$ cat src/rtl/cv32e40p_pdl_pkg.sv
// Shared defaults and helpers for the propagation-delay-line glitch monitor.
package cv32e40p_pdl_pkg;

    localparam int unsigned PDL_NUM_CH       = 4;
    localparam int unsigned PDL_THRESH       = 2;
    localparam int unsigned PDL_BLANK_CYCLES = 4;
    localparam int unsigned PDL_CNT_W        = 8;

    // Increment that holds at max instead of wrapping; callers cast back to their width.
    function automatic logic [31:0] sat_inc(input logic [31:0] cnt, input logic [31:0] max);
        return (cnt >= max) ? max : cnt + 32'd1;
    endfunction

endpackage

$ cat src/rtl/cv32e40p_PDL_buffer.sv
// Behavioural stand-in for the hard delay-line cell; in silicon this is a tuned buffer chain.
module cv32e40p_PDL_buffer (
    input  logic clk,
    input  logic i_buf,
    output logic o_buf
);

    // clk kept only for pin compatibility with the physical cell
    logic unused_clk;
    assign unused_clk = clk;

    // Nominal-clock view: the chain settles well within one period
    assign o_buf = i_buf;

endmodule

$ cat src/rtl/cv32e40p_pdl_channel.sv
// One monitor channel: toggle flop, delay line, direct/delayed sample pair and run filter.
module cv32e40p_pdl_channel
    import cv32e40p_pdl_pkg::*;
#(
    parameter int unsigned THRESH = PDL_THRESH
) (
    input  logic clk,
    input  logic rst_n,
    input  logic en_i,
    input  logic blank_done_i,
    output logic toggle_o,
    output logic delay_line_o,
    output logic mis_c_o,
    output logic set_c_o
);

    localparam int unsigned RUN_W = $clog2(THRESH + 1);

    logic             tog_q, tog_d;
    logic             dly_q, dly_d;
    logic             dir_q, dir_d;
    logic [RUN_W-1:0] run_q, run_d;
    logic             qual;

    cv32e40p_PDL_buffer u_pdl_buf (
        .clk   (clk),
        .i_buf (tog_q),
        .o_buf (delay_line_o)
    );

    // Toggle/sample next state, mismatch qualification and consecutive-run filter
    always_comb begin
        tog_d   = ~tog_q;
        dly_d   = delay_line_o;
        dir_d   = tog_q;
        mis_c_o = dly_q ^ dir_q;
        qual    = mis_c_o & en_i & blank_done_i;
        run_d   = '0;
        if (qual) begin
            run_d = RUN_W'(sat_inc(32'(run_q), 32'(THRESH)));
        end
        set_c_o = qual & (run_q == RUN_W'(THRESH - 1));
    end

    // Channel state registers with synchronous reset
    always_ff @(posedge clk) begin
        if (!rst_n) begin
            tog_q <= 1'b0;
            dly_q <= 1'b0;
            dir_q <= 1'b0;
            run_q <= '0;
        end else begin
            tog_q <= tog_d;
            dly_q <= dly_d;
            dir_q <= dir_d;
            run_q <= run_d;
        end
    end

    assign toggle_o = tog_q;

endmodule

$ cat src/rtl/cv32e40p_pdl_monitor.sv
// Multi-channel clock-glitch monitor: blanking, sticky per-channel alarms and event counter.
module cv32e40p_pdl_monitor
    import cv32e40p_pdl_pkg::*;
#(
    parameter int unsigned NUM_CH       = PDL_NUM_CH,
    parameter int unsigned THRESH       = PDL_THRESH,
    parameter int unsigned BLANK_CYCLES = PDL_BLANK_CYCLES,
    parameter int unsigned CNT_W        = PDL_CNT_W
) (
    input  logic              clk,
    input  logic              rst_n,
    input  logic [NUM_CH-1:0] ch_en_i,
    input  logic              alarm_clr_i,
    output logic [NUM_CH-1:0] toggle_o,
    output logic [NUM_CH-1:0] delay_line_o,
    output logic [NUM_CH-1:0] alarm_raw_o,
    output logic [NUM_CH-1:0] alarm_ch_o,
    output logic              alarm_o,
    output logic [CNT_W-1:0]  event_cnt_o
);

    localparam int unsigned BLANK_W = (BLANK_CYCLES > 0) ? $clog2(BLANK_CYCLES + 1) : 1;
    localparam logic [CNT_W-1:0] CNT_MAX = '1;

    logic [BLANK_W-1:0] blank_q, blank_d;
    logic               blank_done;
    logic [NUM_CH-1:0]  mis_vec, set_vec, qual;
    logic [NUM_CH-1:0]  alarm_q, alarm_d;
    logic [CNT_W-1:0]   cnt_q, cnt_d;

    for (genvar c = 0; c < int'(NUM_CH); c++) begin : gen_ch
        cv32e40p_pdl_channel #(
            .THRESH (THRESH)
        ) u_ch (
            .clk          (clk),
            .rst_n        (rst_n),
            .en_i         (ch_en_i[c]),
            .blank_done_i (blank_done),
            .toggle_o     (toggle_o[c]),
            .delay_line_o (delay_line_o[c]),
            .mis_c_o      (mis_vec[c]),
            .set_c_o      (set_vec[c])
        );
    end

    // Blanking countdown, qualification, sticky alarms and saturating event count
    always_comb begin
        blank_done = (blank_q == '0);
        blank_d    = blank_done ? '0 : blank_q - BLANK_W'(1);
        qual       = mis_vec & ch_en_i & {NUM_CH{blank_done}};
        alarm_d    = set_vec | (alarm_q & {NUM_CH{~alarm_clr_i}});
        cnt_d      = cnt_q;
        if (alarm_clr_i) begin
            cnt_d = (|qual) ? CNT_W'(1) : '0;
        end else if (|qual) begin
            cnt_d = CNT_W'(sat_inc(32'(cnt_q), 32'(CNT_MAX)));
        end
    end

    // Monitor state registers; reset restarts the blanking window
    always_ff @(posedge clk) begin
        if (!rst_n) begin
            blank_q <= BLANK_W'(BLANK_CYCLES);
            alarm_q <= '0;
            cnt_q   <= '0;
        end else begin
            blank_q <= blank_d;
            alarm_q <= alarm_d;
            cnt_q   <= cnt_d;
        end
    end

    assign alarm_raw_o = qual;
    assign alarm_ch_o  = alarm_q;
    assign alarm_o     = |alarm_q;
    assign event_cnt_o = cnt_q;

endmodule

$ cat config.mk
export PLATFORM = sky130hd
export DESIGN_NAME = cv32e40p_pdl_monitor
export DESIGN_NICKNAME = d
export VERILOG_FILES = /design/src/rtl/cv32e40p_pdl_pkg.sv /design/src/rtl/cv32e40p_PDL_buffer.sv /design/src/rtl/cv32e40p_pdl_channel.sv /design/src/rtl/cv32e40p_pdl_monitor.sv
export SDC_FILE = /design/constraint.sdc
export NUM_CORES = 1
export LEC_CHECK = 0
export ABC_AREA = 1
export BUFFER_PORTS_ARGS = -buffer_cell sky130_fd_sc_hd__buf_2
export CORE_AREA = 3 3 40 42
export DETAILED_ROUTE_END_ITERATION = 8
export DIE_AREA = 0 0 43 45
export PLACE_DENSITY = 0.59
export SLEW_MARGIN = 20
export SYNTH_ARGS = -nofsm -noshare
export SYNTH_HDL_FRONTEND = slang
export SYNTH_SLANG_ARGS = --single-unit
$ cat constraint.sdc
create_clock -name clk -period 1.15 [get_ports clk]
set_input_delay 0.23 -clock clk [delete_from_list [all_inputs] [get_ports clk]]
set_output_delay 0.23 -clock clk [all_outputs]
set_load 0.005 [all_outputs]
==> impl_results.md <==
* Sequential share of power at 54.3%
* Final HPWL DP at 438 um
* Final worst slack at 0.0968 ns
* Internal Pwr Total at 0.424 mW
* CTS tree: done
* Pins over their slew limit at 0
* Mean Syn Cell Area at 8.17 sq um
* Period minus WS final at 1.05 ns
* Area contributors post-synth: dfxtp_1, buf_4, nor2_1
* Die Outline Area at 1940 sq um
* Post-synth top area share at 41.7%
* Sequential area share after synthesis at 41.7%
* # Max-Cap Violations at 0
* Power Total at 0.542 mW
* Drt first pass iters at 1
* CP Class: reg2out
* Nets at 65
* Cell taking the most area after synthesis: dfxtp_1
* N_diodes at 0
* Worst slack on hold paths at 0.248 ns
* Num rows at 13
* Mapped Cells at 47
* First-pass GRT wire length at 759 um
* Final Setup Violations at 0
* DRC viols at 0
* CTS root buf: clkbuf_4
* Final core occ at 30.6%
* Wire per inst at 7.35 um
* Largest net degree at the start of global routing at 5
* Initial Util at 29.9%
* Lkg Pwr at 0.226 nW
* Layout cells sized above 1 at 35.7%
* Setup Skew at 0 ns
* Hold Vio Cnt, Final at 0
* H-tree Lvls at 1
* Ports at 32
* CP Launch Type: register
* Clock Latency Late Sink at 0.24 ns
* Num CTS Buffers at 3
* Status: complete, no violations
* Comb pwr share at 8.3%
* Iter 0 DRT Violations at 0
* Core Region at 1280 sq um
* Layout Cells excl Fill at 71
* GRT Resource Usage Total at 5.84%
* Netlist Area Pre-Place at 384 sq um
* Number of synthesized register bits at 8
* Tcrit/Tclk final at 91.6%
* RePlAce Congestion at 0.635
* Post-DRT Antenna Nets at 0
* Critical path arrival at 0.82 ns
* Antenna violations before repair at 0
* RSZ-0062 raised after global routing: false
* Die height at 45 um
* Most frequent cells in the layout: buf_2, conb_1, nor2_1
* Yosys cell types at 7
* Placed Area at 369 sq um
* P per Cell Area at 1380 nW/um^2
* Setup TNS at 0 ns
* Vias in the first global route at 180
* Worst hold path type: in2reg
* Worst Setup End Kind: output port
* Net Sw Power at 0.117 mW
* Sinks on Clock Net at 8
* Crit path required time at 0.92 ns
* Via count at 241
* WL final at 522 um
* Dpl ws at 0.339 ns
* Cell count after placement at 68
* GR Overflow Total at 0
* Die width at 43 um
* PortBufs at 15
* CTS Buffer Depth at 2
* YS warnings at 0
* Fmax at 949 MHz
* Clk network pwr share at 37.4%
* Maximum VDD drop at 0.000407 V
* Worst-path clk slew at 0.05 ns
* Commonest non-fill, non-tap cell in the layout: buf_2
* Vias per cell at 3.39
* Area Overhead vs Synth at 2.28%
* Sw frac at 21.6%
* CP Max Fanout at 3
* Design area at 393 sq um
power by group through the flow:
stage                     logic [mW]  clock network, mW  registers (mW)
after floorplan               0.0758                  0           0.299
after global placement        0.0440                  0           0.299
after detailed placement      0.0449                  0           0.300
after CTS                     0.0451              0.210           0.294
after global routing          0.0509              0.231           0.295
final                         0.0451              0.203           0.294
synthesized netlist by cell type:
library cell  number
inv_1              6
nor2_1            10
buf_4             20
dfxtp_1            8
nand2_2            1
nand2_1            1
conb_1             1
logic make-up after synthesis:
| family | after synthesis | synth area share [%] |
|---|---|---|
| buf+inv | 26 | 44.9 |
| flops | 8 | 41.7 |
| other cells | 1 | 0.976 |
| simple gates | 12 | 12.4 |
path summary, 6_finish.rpt:
| path | start | to | slack, ns | cells after the start |
|---|---|---|---|---|
| min | alarm_clr_i | alarm_ch_o[3] | 0.25 | 4 |
| min reg2reg | gen_ch[1].u_ch.toggle_o | gen_ch[1].u_ch.toggle_o | 0.43 | 1 |
| max reg2reg | alarm_ch_o[0] | alarm_ch_o[0] | 0.63 | 2 |
| max | alarm_ch_o[1] | alarm_o | 0.1 | 3 |
routing by layer:
metal / GRT usage, % / vias to the layer above / share of wire, %
met5: 0 / - / 0
met3: 1.59 / 0 / 11
met1: 6.30 / 106 / 38
met4: 9.04 / 0 / 0
li1: - / 121 / -
met2: 7.49 / 14 / 50
critical path, stage by stage, from the launching register on:
cell and delay [ns]:
dfxtp_1 0.31, nor2_1 0.10, nand2_1 0.05, buf_2 0.12
cell type report:
| cell class | count | area, sq um |
|---|---|---|
| clock buffers | 3 | 22.5 |
| fillers | 156 | 892 |
| inverters | 6 | 22.5 |
| multi-input cells | 24 | 92.6 |
| flip-flops and latches | 8 | 161 |
| well taps | 15 | 18.8 |
| repair buffers | 15 | 75.1 |
state kept, by name, indices dropped and copies added (netlist names):
signal                cells
alarm_ch_o                4
gen_ch.u_ch.toggle_o      4
timing repair:
action                                 in CTS  in global routing
resized for setup                           0                  1
endpoints found under the hold margin       0                  0
setup endpoints to repair                   0                  1
hold buffers                                0                  0
buffers inserted                            0                  0
(Power assumes the default switching activity.)
